===== src/rtl/fps_seq.sv =====
// fps_seq: FPU control sequencer.
// Takes a start request from the CPU, then fetches WORDS operand words
// (memory handshake or register file). It pulses the datapath with
// strob1/strob2 pairs for the execute and normalisation steps, writes the
// result back word by word and finishes with a one-cycle ekc_fp pulse.
//
// Ports:
//   clk_i          system clock
//   clr_i          synchronous active-high reset
//   efp_i          start request (sampled in IDLE only)
//   op_i[1:0]      00 add/sub, 01 mul, 10 div, 11 normalise-only
//   nrf_i          operands come from the register file
//   fwz_i          zero operand (sampled when the last operand word ends)
//   ok_i           memory acknowledge, one per word
//   nz_i           mantissa not yet normalised
//   ovf_i          datapath overflow (sampled in strob2 cycles)
//   busy_o         high in every state except IDLE
//   read_fp_o      memory read request
//   rlp_fp_o       register-file access at word lp_o
//   wr_fp_o        register write (STORE)
//   zero_fp_o      write zeros (STORE after a zero operand)
//   strob1_fp_o    first datapath strobe of a step
//   strob2_fp_o    second datapath strobe of a step
//   lp_o           current word index
//   ekc_fp_o       done pulse
//   err_fp_o       overflow or normalisation-limit error (sticky)
module fps_seq #(
   parameter int WORDS    = 3,
   parameter int LPW      = 2,
   parameter int NORM_MAX = 40
) (
   input  logic           clk_i,
   input  logic           clr_i,
   input  logic           efp_i,
   input  logic [1:0]     op_i,
   input  logic           nrf_i,
   input  logic           fwz_i,
   input  logic           ok_i,
   input  logic           nz_i,
   input  logic           ovf_i,
   output logic           busy_o,
   output logic           read_fp_o,
   output logic           rlp_fp_o,
   output logic           wr_fp_o,
   output logic           zero_fp_o,
   output logic           strob1_fp_o,
   output logic           strob2_fp_o,
   output logic [LPW-1:0] lp_o,
   output logic           ekc_fp_o,
   output logic           err_fp_o
);

   localparam int EW = $clog2(16 * WORDS + 1);
   localparam int SW = $clog2(NORM_MAX + 1);

   localparam logic [LPW-1:0] LP_LAST  = LPW'(WORDS - 1);
   localparam logic [EW-1:0]  E_ADD    = EW'(1);
   localparam logic [EW-1:0]  E_MULDIV = EW'(16 * WORDS);
   localparam logic [SW-1:0]  S_MAX    = SW'(NORM_MAX);

   typedef enum logic [3:0] {
      S_IDLE, S_FETCH, S_RDREG, S_CHK, S_EX1, S_EX2,
      S_NCHK, S_NS1, S_NS2, S_STORE, S_DONE
   } state_t;

   state_t         state_q, state_d;
   logic [LPW-1:0] lp_q, lp_d;
   logic [EW-1:0]  e_q, e_d;
   logic [SW-1:0]  s_q, s_d;
   logic [SW-1:0]  s_inc;
   logic [1:0]     op_q, op_d;
   logic           err_q, err_d;
   logic           zf_q, zf_d;

   logic busy_q, read_q, rlp_q, wr_q, zero_q, strob1_q, strob2_q, ekc_q;

   // Operand check. It is evaluated on the edge that ends the last operand
   // word, so it never costs a cycle of its own; this keeps the execute
   // strobes directly behind the fetch.
   state_t        chk_state;
   logic [EW-1:0] chk_e;
   logic          chk_zf;

   always_comb begin
      chk_state = S_EX1;
      chk_e     = e_q;
      chk_zf    = 1'b0;
      if (fwz_i) begin
         chk_state = S_STORE;
         chk_zf    = 1'b1;
      end else if (op_q == 2'b11) begin
         chk_state = S_NCHK;
      end else begin
         chk_e = (op_q == 2'b00) ? E_ADD : E_MULDIV;
      end
   end

   assign s_inc = s_q + 1'b1;

   always_comb begin
      state_d = state_q;
      lp_d    = lp_q;
      e_d     = e_q;
      s_d     = s_q;
      op_d    = op_q;
      err_d   = err_q;
      zf_d    = zf_q;
      case (state_q)
         S_IDLE: begin
            if (efp_i) begin
               op_d    = op_i;
               lp_d    = '0;
               e_d     = '0;
               s_d     = '0;
               err_d   = 1'b0;
               zf_d    = 1'b0;
               state_d = nrf_i ? S_RDREG : S_FETCH;
            end
         end
         S_FETCH: begin
            if (ok_i) begin
               if (lp_q == LP_LAST) begin
                  lp_d    = '0;
                  state_d = chk_state;
                  e_d     = chk_e;
                  zf_d    = chk_zf;
               end else begin
                  lp_d = lp_q + 1'b1;
               end
            end
         end
         S_RDREG: begin
            if (lp_q == LP_LAST) begin
               lp_d    = '0;
               state_d = chk_state;
               e_d     = chk_e;
               zf_d    = chk_zf;
            end else begin
               lp_d = lp_q + 1'b1;
            end
         end
         S_CHK: begin
            state_d = chk_state;
            e_d     = chk_e;
            zf_d    = chk_zf;
         end
         S_EX1: state_d = S_EX2;
         S_EX2: begin
            if (ovf_i) err_d = 1'b1;
            e_d     = e_q - 1'b1;
            state_d = (e_q == E_ADD) ? S_NCHK : S_EX1;
         end
         S_NCHK: state_d = nz_i ? S_NS1 : S_STORE;
         S_NS1:  state_d = S_NS2;
         S_NS2: begin
            if (ovf_i) err_d = 1'b1;
            s_d = s_inc;
            if (nz_i && (s_inc < S_MAX)) begin
               state_d = S_NS1;
            end else begin
               // Still not normalised after the last permitted shift.
               if (nz_i) err_d = 1'b1;
               state_d = S_STORE;
            end
         end
         S_STORE: begin
            if (lp_q == LP_LAST) begin
               lp_d    = '0;
               state_d = S_DONE;
            end else begin
               lp_d = lp_q + 1'b1;
            end
         end
         S_DONE: begin
            lp_d    = '0;
            state_d = S_IDLE;
         end
         default: state_d = S_IDLE;
      endcase
   end

   // Outputs are decoded from the next state so they are flops aligned with
   // the state they describe.
   always_ff @(posedge clk_i) begin
      if (clr_i) begin
         state_q  <= S_IDLE;
         lp_q     <= '0;
         e_q      <= '0;
         s_q      <= '0;
         op_q     <= 2'b00;
         err_q    <= 1'b0;
         zf_q     <= 1'b0;
         busy_q   <= 1'b0;
         read_q   <= 1'b0;
         rlp_q    <= 1'b0;
         wr_q     <= 1'b0;
         zero_q   <= 1'b0;
         strob1_q <= 1'b0;
         strob2_q <= 1'b0;
         ekc_q    <= 1'b0;
      end else begin
         state_q  <= state_d;
         lp_q     <= lp_d;
         e_q      <= e_d;
         s_q      <= s_d;
         op_q     <= op_d;
         err_q    <= err_d;
         zf_q     <= zf_d;
         busy_q   <= (state_d != S_IDLE);
         read_q   <= (state_d == S_FETCH);
         rlp_q    <= (state_d == S_RDREG) || (state_d == S_STORE);
         wr_q     <= (state_d == S_STORE);
         zero_q   <= (state_d == S_STORE) && zf_d;
         strob1_q <= (state_d == S_EX1) || (state_d == S_NS1);
         strob2_q <= (state_d == S_EX2) || (state_d == S_NS2);
         ekc_q    <= (state_d == S_DONE);
      end
   end

   assign busy_o      = busy_q;
   assign read_fp_o   = read_q;
   assign rlp_fp_o    = rlp_q;
   assign wr_fp_o     = wr_q;
   assign zero_fp_o   = zero_q;
   assign strob1_fp_o = strob1_q;
   assign strob2_fp_o = strob2_q;
   assign lp_o        = lp_q;
   assign ekc_fp_o    = ekc_q;
   assign err_fp_o    = err_q;

endmodule


===== config.mk =====
export PLATFORM = sky130hd
export DESIGN_NAME = fps_seq
export DESIGN_NICKNAME = d
export VERILOG_FILES = /design/src/rtl/fps_seq.sv
export SDC_FILE = /design/constraint.sdc
export NUM_CORES = 1
export LEC_CHECK = 0
export CORE_MARGIN = 3
export CORE_UTILIZATION = 59
export CTS_CLUSTER_DIAMETER = 120
export DETAILED_ROUTE_END_ITERATION = 6
export PLACE_DENSITY = 0.84
export SLEW_MARGIN = 10
export SYNTH_ARGS = -nofsm -noshare
export SYNTH_HDL_FRONTEND = slang
export SYNTH_SLANG_ARGS = --single-unit

===== constraint.sdc =====
create_clock -name clk_i -period 5.2 [get_ports clk_i]
set_input_delay 0.52 -clock clk_i [delete_from_list [all_inputs] [get_ports clk_i]]
set_output_delay 0.52 -clock clk_i [all_outputs]
set_load 0.02 [all_outputs]

==> out/qor.log <==
INFO  floorplan      die-area=3480um^2
INFO  cts            clkTransAtPathRegs=0.10ns
INFO  yosys          synth_flop_cell=sky130_fd_sc_hd__dfxtp_1
INFO  layout         final_nets=239
INFO  cts            cts.path.max_buffers=2
INFO  layout         layout.cells.most_common=sky130_fd_sc_hd__nor2_1
INFO  yosys          synth_area_leader_cell=sky130_fd_sc_hd__dfxtp_1
INFO  power_and_ir_drop power.static_leakage=0.6840nW
INFO  place          port_buffers=20
INFO  sta            hold_viol_final=0
INFO  yosys          ys_seq_elements=30
INFO  setup_path     worst_ep_required_time=5.45ns
INFO  layout         most-common-layout-cells=35 x sky130_fd_sc_hd__nor2_1, 30 x sky130_fd_sc_hd__dfxtp_1, 24 x sky130_fd_sc_hd__a21oi_1
INFO  floorplan      floorplan.die.height=58.99um
INFO  floorplan      top_level_ports=21
INFO  cts            cts-buffers-inserted=5
INFO  place          post_dp_cell_area=1853um^2
INFO  sta            post-route-period-util=44.78%
INFO  place          dp_hpwl=2.757mm
INFO  power_and_ir_drop total_power_of_the_final_layout=0.4890mW
INFO  floorplan      core.rowCount=18
INFO  grt            met2_track_demand_over_resource=39.75%
INFO  power_and_ir_drop pwr_density_cell=255.1nW/um^2
INFO  floorplan      initial_core_util=64.52%
INFO  outcome        status=completed
INFO  cts            clock_latency=0.33ns
INFO  yosys          async_flop_share=0%
INFO  routing        detail_route.drc_violations=0
INFO  grt            via_count_of_the_first_global_routing_pass=1512
INFO  routing        wirelength=3.911mm
INFO  cts            cts-resized-gates=0
INFO  setup_path     worst-path-buf-inv=1
INFO  cts            clock_tree.root_cell=sky130_fd_sc_hd__clkbuf_4
INFO  setup_path     crit_arrival=2.58ns
INFO  yosys          synthesis.area_per_instance=7.964um^2
INFO  setup_path     crit_path_end_kind=flip-flop
INFO  grt            grt.met1_usage=32.70%
INFO  layout         postLayoutCellArea=1917um^2
INFO  yosys          synth_warn=0
INFO  yosys          netlist.area_leader.share=36.25%
INFO  sta            final_period_minus_worst_setup_slack=2.329ns
INFO  routing        drtPass1Iterations=4
INFO  cts            cts-htree-levels=2
INFO  grt            grt_start_max_net_pins=29
INFO  cts            cts.sink_count=30
INFO  min_path       hold_path.startpoint=e_q[3]$_SDFFE_PP0P_
INFO  routing        routed_wire_length_per_instance=15.22um
INFO  floorplan      die_x=58.99um
INFO  grt            grtUsageMet3=5.882%
INFO  setup_path     critPathLaunch=ok_i
INFO  routing        vias=1619
INFO  job            max-cap-violations=0
INFO  grt            globalRoute.busiestLayer=met2
INFO  sta            setup_total_negative_slack=0ns
INFO  layout         nFillCells=202
INFO  cts            cts-hold-fix-buffers=0
INFO  grt            grt_pass1_wl=6.658mm
INFO  setup_path     timing_worst_setup_path_type=primary input to flip-flop
INFO  cts            cts_tree=built
INFO  sta            final_slew_violations=0
INFO  routing        detailedRoute.firstIterationViolations=131
INFO  routing        ant_nets=0
INFO  yosys          netlist_instances=208
INFO  yosys          post_synth_main_area_contributors=sky130_fd_sc_hd__dfxtp_1 36%, sky130_fd_sc_hd__nor2_1 7.9%, sky130_fd_sc_hd__a21oi_1 7.3%, sky130_fd_sc_hd__nor3_1 3.3%, sky130_fd_sc_hd__o21ai_0 3.3%
INFO  min_path       worstHoldPathType=flip-flop to flip-flop
INFO  yosys          synth_sequential_area_ratio=36.25%
INFO  sta            worst_clock_skew=0.01275ns
INFO  yosys          synth.net_count=221
INFO  yosys          post_synth_instance_area=1657um^2
INFO  routing        vias_per_cell=6.300
INFO  setup_path     crit_path_cell_trace=clkdlybuf4s50_1 -> and3b_1 -> o21ai_0 -> o32ai_1 -> nor4_1 -> nand3_1 -> a21oi_1
INFO  setup_path     timing.rr.start=state_q[1]$_SDFF_PP0_
INFO  sta            slew_headroom=30.73%
INFO  sta            rsz0062_at_grt=no
INFO  grt            gr-total-overflow=0
INFO  setup_path     critPathMaxFanout=7
INFO  cts            cts_setup_buffers=0
INFO  sta            tightest_slew=1.036ns
INFO  yosys          synth_edf_count=0
INFO  grt            initial_antenna_violation_count=0
INFO  layout         layout_area_overhead=15.71%
INFO  place          gp_routability_congestion=0.9011
INFO  setup_path     cp_slowest_cell=sky130_fd_sc_hd__clkdlybuf4s50_1
INFO  grt            grt_use_total=24.87%
INFO  floorplan      floorplan.core_area=2567um^2
INFO  setup_path     timing.critical_path.from_type=primary input
INFO  power_and_ir_drop worst_ir_drop_vdd=0.3083mV
INFO  sta            clock.fmax=429.5MHz
INFO  setup_path     slowest_delay=0.52ns
INFO  sta            report.final.setup_viol=0
INFO  layout         drive_gt1_share=9.692%
INFO  yosys          synth_cell_type_count=54
INFO  layout         antenna_cell_count=0
INFO  setup_path     critPathTopFamily=simple AND/OR/NAND/NOR gates
worst paths after layout:
path         cells past startpoint             endpoint  slack (ns)
max                              7  rlp_fp_o$_SDFF_PP0_        2.87
min                              2  e_q[3]$_SDFFE_PP0P_        0.52
max reg2reg                      6  rlp_fp_o$_SDFF_PP0_        2.87
min reg2reg                      2  e_q[3]$_SDFFE_PP0P_        0.52
state kept, by name, indices dropped and copies added, names as in the netlist:
name and count:
e_q 6, s_q 6, state_q 4, lp_o 2, op_q 2, busy_o 1, ekc_fp_o 1, err_fp_o 1
read_fp_o 1, rlp_fp_o 1, strob1_fp_o 1, strob2_fp_o 1, wr_fp_o 1, zero_fp_o 1, zf_q 1
worst min-delay path, cell delays in order (launching register included):
cell	delay, ns
sky130_fd_sc_hd__dfxtp_1	0.35
sky130_fd_sc_hd__a32oi_1	0.06
sky130_fd_sc_hd__nor2_1	0.08
through the flow:
step	instances	hold slack [ns]	util, %	worst slack (ns)
after floorplan	208	0.4548	-	3.373
after global placement	249	0.4727	72.17	2.692
after detailed placement	249	0.4995	72.17	2.598
after CTS	257	0.5200	74.66	2.927
after global routing	257	0.5564	74.66	2.689
final	257	0.5205	74.66	2.871
layout make-up:
cell class / instances / area, um^2 / area share, %
repair buffers: 20 / 200.2 / 10.44
clock inverters: 2 / 12.51 / 0.6527
clock buffers: 6 / 51.30 / 2.676
multi-input cells: 165 / 999.7 / 52.15
well taps: 30 / 37.54 / 1.958
inverters: 4 / 15.01 / 0.7833
flip-flops and latches: 30 / 600.6 / 31.33
layer usage:
| metal | share of wire [%] | up-vias |
|---|---|---|
| met5 | 0 | - |
| met4 | 1.2 | 0 |
| met3 | 5.2 | 5 |
| met2 | 46 | 44 |
| met1 | 47 | 767 |
| li1 | - | 803 |
Yosys cell counts, types with 2 or more instances:
master                     instances
sky130_fd_sc_hd__or2_2             3
sky130_fd_sc_hd__nor3b_1           3
sky130_fd_sc_hd__ha_1              3
sky130_fd_sc_hd__clkbuf_1          2
sky130_fd_sc_hd__a211o_1           2
sky130_fd_sc_hd__a211oi_1          3
sky130_fd_sc_hd__nand3b_1          4
sky130_fd_sc_hd__mux2i_1           2
sky130_fd_sc_hd__nand2_1          10
sky130_fd_sc_hd__nand3_1           3
sky130_fd_sc_hd__o32ai_1           4
sky130_fd_sc_hd__dfxtp_1          30
sky130_fd_sc_hd__nor3_1           11
sky130_fd_sc_hd__nand2b_1          3
sky130_fd_sc_hd__o31a_1            2
sky130_fd_sc_hd__nor3_2            2
sky130_fd_sc_hd__nor2_1           35
sky130_fd_sc_hd__and3_1            2
sky130_fd_sc_hd__nor2b_1           2
sky130_fd_sc_hd__o21bai_1          2
sky130_fd_sc_hd__buf_2             6
sky130_fd_sc_hd__and3b_1           3
sky130_fd_sc_hd__inv_1             4
sky130_fd_sc_hd__a31oi_1           4
sky130_fd_sc_hd__o21ai_0          11
sky130_fd_sc_hd__a21oi_1          24
report_power, final:
group,internal (mW),switching [mW],total (mW)
sequential,0.240,0.0142,0.254
clock,0.0649,0.0836,0.148
combinational,0.0390,0.0477,0.0867
kinds of logic after synthesis:
family	count (synthesis)	synth area share, %
compound gates	66	25.98
buf+inv	13	3.399
xor+xnor	2	1.058
fa+ha+maj	3	2.266
flops	30	36.25
mux	3	1.888
simple gates	91	29.16
Note: power is estimated with default switching activity, not from simulation.
==> patch 1 (same settings) <==
Register the input `ok_i` before use. The logic sees it one clock later. The other inputs are not delayed to match.
--- a/src/rtl/fps_seq.sv
+++ b/src/rtl/fps_seq.sv
@@ -63,6 +63,12 @@
       S_NCHK, S_NS1, S_NS2, S_STORE, S_DONE
    } state_t;
 
+   logic ok_q;
+
+   always_ff @(posedge clk_i) begin
+      ok_q <= ok_i;
+   end
+
    state_t         state_q, state_d;
    logic [LPW-1:0] lp_q, lp_d;
    logic [EW-1:0]  e_q, e_d;
@@ -118,7 +124,7 @@
             end
          end
          S_FETCH: begin
-            if (ok_i) begin
+            if (ok_q) begin
                if (lp_q == LP_LAST) begin
                   lp_d    = '0;
                   state_d = chk_state;
Function: changed (a bounded check fails within 4 cycles, from zero or initial values).
==> patch 1 against the unedited design <==
- combinational power up 41%
- sequential power grew 6%
- area after synthesis up 4.4%
- first-iteration DRC count increased by 3.1%
- largest power group unchanged
- largest cell class unchanged
- critical path type is now flip-flop to flip-flop
- critical endpoint is now e_q[5]$_SDFFE_PP0P_
- via count grew 1.4%
- cell area rose by 1.2%
- total power rose by 8.0%
- sequential share of layout area is 0.65 points higher
- routed wire length grew 4.4%
- sequential cell count rose by 1
- setup slack gained 57 ps
- worst hold slack worse by 21 ps
==> patch 1: results (changes against the unedited design) <==
Critical Path AT -> 2510 ps (-70 ps)
Hold Path Origin -> e_q[4]$_SDFFE_PP0P_
Reg2Reg Setup Slack -> 2930 ps (+60 ps)
Sequential share of the synthesized area -> 35.9% (-0.36 points)
DP HPWL -> 2900 um (+5.3%)
Reg2Reg Launch Point -> state_q[0]$_SDFF_PP0_
Depth of the worst register-to-register path -> 6 (unchanged)
Clk pin slew, worst setup/hold paths -> 100 ps (about the same)
Crit path launch type -> flip-flop
Global-route wire length before repair -> 7230 um (+8.6%)
Vias -> 1642 (+1.4%)
Switching share of power -> 33.1% (+3.4 points)
Maximum number of pins on one net before global-route repair -> 30 (+3.4%)
Library cells used by synthesis -> 51 (-5.6%)
Largest registers -> e_q (6), s_q (6), state_q (4)
Clk_skew -> 9.23 ps (-3.52 ps)
Slew at the pin closest to its max-slew limit -> 1010 ps (-24.1 ps)
Fraction of layout cells with a size suffix above 1 -> 7.42% (-2.3 points)
Critical path peak fanout -> 16 (+9)
Outcome -> completed
CP Class -> flip-flop to flip-flop
Leak pwr -> 0.000672 uW (-1.8%)
Post-CTS setup buffers -> 0 (unchanged)
Hold Path End -> e_q[4]$_SDFFE_PP0P_
RR Endpoint -> e_q[5]$_SDFFE_PP0P_
Post-synth top cells -> dfxtp_1, nor2_1, a21oi_1
GP Congestion -> 0.847 (-6.0%)
Synthesized net count -> 224 (+1.4%)
Nets -> 241 (+0.84%)
GR Util All Layers -> 26.4% (+1.5 points)
Hold WS -> 500 ps (-20.5 ps)
Detailed-route wire length -> 4080 um (+4.4%)
Sequential Power Share -> 50.9% (-1.0 points)
Synth area leaders -> dfxtp_1, a21oi_1, nor2_1
Maximum VDD drop -> 243 uV (-21%)
Filler cells -> 239 (+18%)
Clock share of power -> 26.0% (-4.4 points)
Drt initial violations -> 135 (+3.1%)
-- patch 1: changes by cell type in the layout (fill, tap and decap cells not counted), moves of 4 or more --
cell	delta
mux2i_1	+6
nor2_1	-6
nand2_1	+5
o32ai_1	-4
-- patch 1: cell type report --
cell class                      count  area share, %
Clock buffer                        5           1.93
Multi-Input combinational cell    163           51.4
Clock inverter                      3           1.03
Inverter                            7           1.35
Timing Repair Buffer               20           10.3
Sequential cell                    31           32.0
Tap cell                           31           2.00
-- patch 1: kinds of logic (layout without fill, tap and decap cells) --
family / count (synthesis) / count (layout) / share of synthesized area, %
compound gates: 55 / 55 / 20.8
flops: 31 / 31 / 35.9
fa+ha+maj: 3 / 3 / 2.17
buf+inv: 17 / 35 / 6.44
simple gates: 97 / 97 / 30.0
mux: 8 / 8 / 4.63
-- patch 1: metal layers --
layer	vias up	track usage [%]	share of wire [%]
li1	810	-	-
met2	70	37.8	44
met4	0	11.7	1.8
met1	756	37.7	46
met3	6	5.40	8.2
met5	-	0	0
-- patch 1: metrics by stage --
| step | utilization [%] | instances | worst slack (ps) | instance area (um^2) | power, uW |
|---|---|---|---|---|---|
| after floorplan | - | 211 | 3350 | 1730 | 358 |
| after global placement | 67.7 | 252 | 2860 | 1880 | 388 |
| after detailed placement | 67.7 | 252 | 2790 | 1880 | 393 |
| after CTS | 69.8 | 260 | 2960 | 1940 | 529 |
| after global routing | 69.8 | 260 | 2670 | 1940 | 560 |
| final | 69.8 | 260 | 2930 | 1940 | 528 |
-- patch 1: critical path, stage by stage, from the launching register on --
cell      delay [ps]
dfxtp_1          650
nand2_1          220
a221oi_2         280
nor3_1            70
a2111o_1         520
or2_0            260
a21oi_1          160
==> patch 2 (same flow settings) <==
Made on the original files. Set the parameter `LPW` to 1 (it was 2).
--- a/src/rtl/fps_seq.sv
+++ b/src/rtl/fps_seq.sv
@@ -26,7 +26,7 @@
 //   err_fp_o       overflow or normalisation-limit error (sticky)
 module fps_seq #(
    parameter int WORDS    = 3,
-   parameter int LPW      = 2,
+   parameter int LPW      = 1,
    parameter int NORM_MAX = 40
 ) (
    input  logic           clk_i,
Interface: changed (resized lp_o); port bits go from 21 to 20. The function was not compared with the original's and may differ.
==> patch 2 against the unedited design <==
- sequential cell count decreased by 2
- clock skew is 6.7 ps lower
- routed wire length fell by 12%
- setup slack improved by 240 ps
- area after synthesis down 6.8%
- cell area shrank 8.9%
- synthesized cell count down 13%
- core utilization fell by 0.060 points
- non-clock buffer count fell by 2
- critical endpoint is now e_q[5]$_SDFFE_PP0P_
Power is not compared: it rests on default switching activity, and its combinational part moved more than twofold at a synthesized area within 25%.
==> patch 2: results (changes against the unedited design) <==
Largest registers -> e_q (6), s_q (6), state_q (4)
CTS Root Cell -> clkbuf_4
Routed met2 length -> 1660 um (-8.9%)
Clk pin slew, worst setup/hold paths -> 150 ps (+50 ps)
Hold Path Depth -> 2 (unchanged)
Depth of the worst register-to-register path -> 5 (-1)
Critical path peak fanout -> 15 (+8)
Vias in the first global route -> 1291 (-15%)
Top delay family on crit path -> compound AO/OA/AOI/OAI gates
Placed cell areas -> 1710 um^2 (-7.8%)
Hold Path End -> zf_q$_SDFF_PP0_
M1 WL -> 1570 um (-15%)
DP HPWL -> 2530 um (-8.2%)
Clock buffer depth -> 2 (unchanged)
Hold WS -> 494 ps (-26.4 ps)
Filler cells -> 175 (-13%)
Global-route wire length before repair -> 5640 um (-15%)
Drt initial violations -> 43 (-67%)
Fraction of layout cells with a size suffix above 1 -> 9.18% (-0.51 points)
Synth Flop Type -> dfxtp_1
Highest routed layer -> met4
DR WL/cell -> 15.3 um (+0.56%)
Nets -> 210 (-12%)
CTS H-tree lvls -> 1 (-1)
Hold Path Origin -> zf_q$_SDFF_PP0_
Synth area leaders -> dfxtp_1, a21oi_1, nor2_1
Final std cells w/o fill -> 224 (-13%)
Yosys Warn Count -> 0 (unchanged)
# diodes -> 0 (unchanged)
Met3 routed wirelength -> 178 um (-13%)
Outcome -> completed
GR Util All Layers -> 21.4% (-3.5 points)
Reg2Reg Setup Slack -> 3110 ps (+240 ps)
Post-cts sizing count -> 0 (unchanged)
GP Congestion -> 0.819 (-9.1%)
Maximum number of pins on one net before global-route repair -> 25 (-14%)
RR Endpoint -> e_q[5]$_SDFFE_PP0P_
Crit path largest cell delay -> 720 ps (+200 ps)
Post-synth top cells -> dfxtp_1, nor2_1, a21oi_1
Port Buf Inserts -> 18 (-10%)
Vias -> 1393 (-14%)
Clk_lat worst skew -> 330 ps (about the same)
Slew at the pin closest to its max-slew limit -> 901 ps (-135 ps)
Async set or reset register ratio after synthesis -> 0% (unchanged)
Mean Syn Cell Area -> 8.48 um^2 (+6.5%)
Initial antenna violation count -> 0 (unchanged)
Clk_skew -> 6.06 ps (-6.69 ps)
CTS Buf Count -> 3 (-2)
Crit path max-delay cell type -> dfxtp_1
Critical Path AT -> 2330 ps (-250 ps)
Reg2Reg Launch Point -> state_q[0]$_SDFF_PP0_
Maximum VDD drop -> 347 uV
Post-CTS setup buffers -> 0 (unchanged)
Iteration count of the initial detailed-routing pass -> 4 (unchanged)
Library cells used by synthesis -> 54 (unchanged)
Worst hold path class -> flip-flop to flip-flop
Sequential share of the synthesized area -> 36.3% (+0.051 points)
Leak pwr -> 0.000664 uW
Synthesized net count -> 195 (-12%)
==> patch 2: worst max path at each step <==
stage | startpoint | end | slack (ps) | cells past startpoint
6_report | state_q[0]$_SDFF_PP0_ | e_q[5]$_SDFFE_PP0P_ | 3110 | 5
5_1_grt | state_q[0]$_SDFF_PP0_ | strob1_fp_o$_SDFF_PP0_ | 2960 | 5
4_1_cts | state_q[0]$_SDFF_PP0_ | e_q[5]$_SDFFE_PP0P_ | 3130 | 5
3_5_place_dp | clr_i | rlp_fp_o$_SDFF_PP0_ | 2790 | 4
3_3_place_gp | clr_i | rlp_fp_o$_SDFF_PP0_ | 2890 | 4
2_1_floorplan | s_q[0]$_SDFFE_PP0P_ | strob1_fp_o$_SDFF_PP0_ | 3590 | 6
==> patch 2: metrics by stage <==
| stage | util [%] | setup slack, ps |
|---|---|---|
| floorplan | - | 3590 |
| global placement | 73.0 | 2890 |
| detailed placement | 73.0 | 2790 |
| CTS | 74.6 | 3130 |
| global route | 74.6 | 2960 |
| finish | 74.6 | 3110 |
==> patch 2: cells by family after synthesis <==
family                   Yosys count  share of synthesized area, %
buffers and inverters             17                          5.43
adder cells (fa/ha/maj)            3                          2.43
other                              1                         0.243
flip-flops                        28                          36.3
AO/OA/AOI/OAI                     54                          24.4
AND/OR/NAND/NOR                   72                          26.9
XOR/XNOR                           4                          2.27
multiplexers                       3                          2.03
==> patch 2: metal layers <==
metal  track usage (%)  vias up
met1              27.1      644
met4              5.63        0
met2              36.2       49
met3              5.43        4
li1                  -      696
met5                 0        -
==> patch 2: worst min-delay path: cells and delay by family (launching register included) <==
| kind | cells | cell delay [ps] |
|---|---|---|
| DFF | 1 | 330 |
| and+or+nand+nor | 1 | 50 |
| AOI/OAI and AO/OA | 1 | 80 |
==> patch 2: layout make-up <==
cell class / count / area, um^2 / area share (%)
Clock buffer: 4 / 36.3 / 2.08
Inverter: 9 / 33.8 / 1.94
Multi-Input combinational cell: 137 / 900 / 51.5
Sequential cell: 28 / 561 / 32.1
Tap cell: 28 / 35.0 / 2.01
Timing Repair Buffer: 18 / 180 / 10.3
==> patch 2: report_power, final <==
group	switching, uW	internal (uW)	total [uW]
Combinational	167	127	295
Sequential	53.8	253	306
Clock	63.4	43.0	106
Total	285	423	708
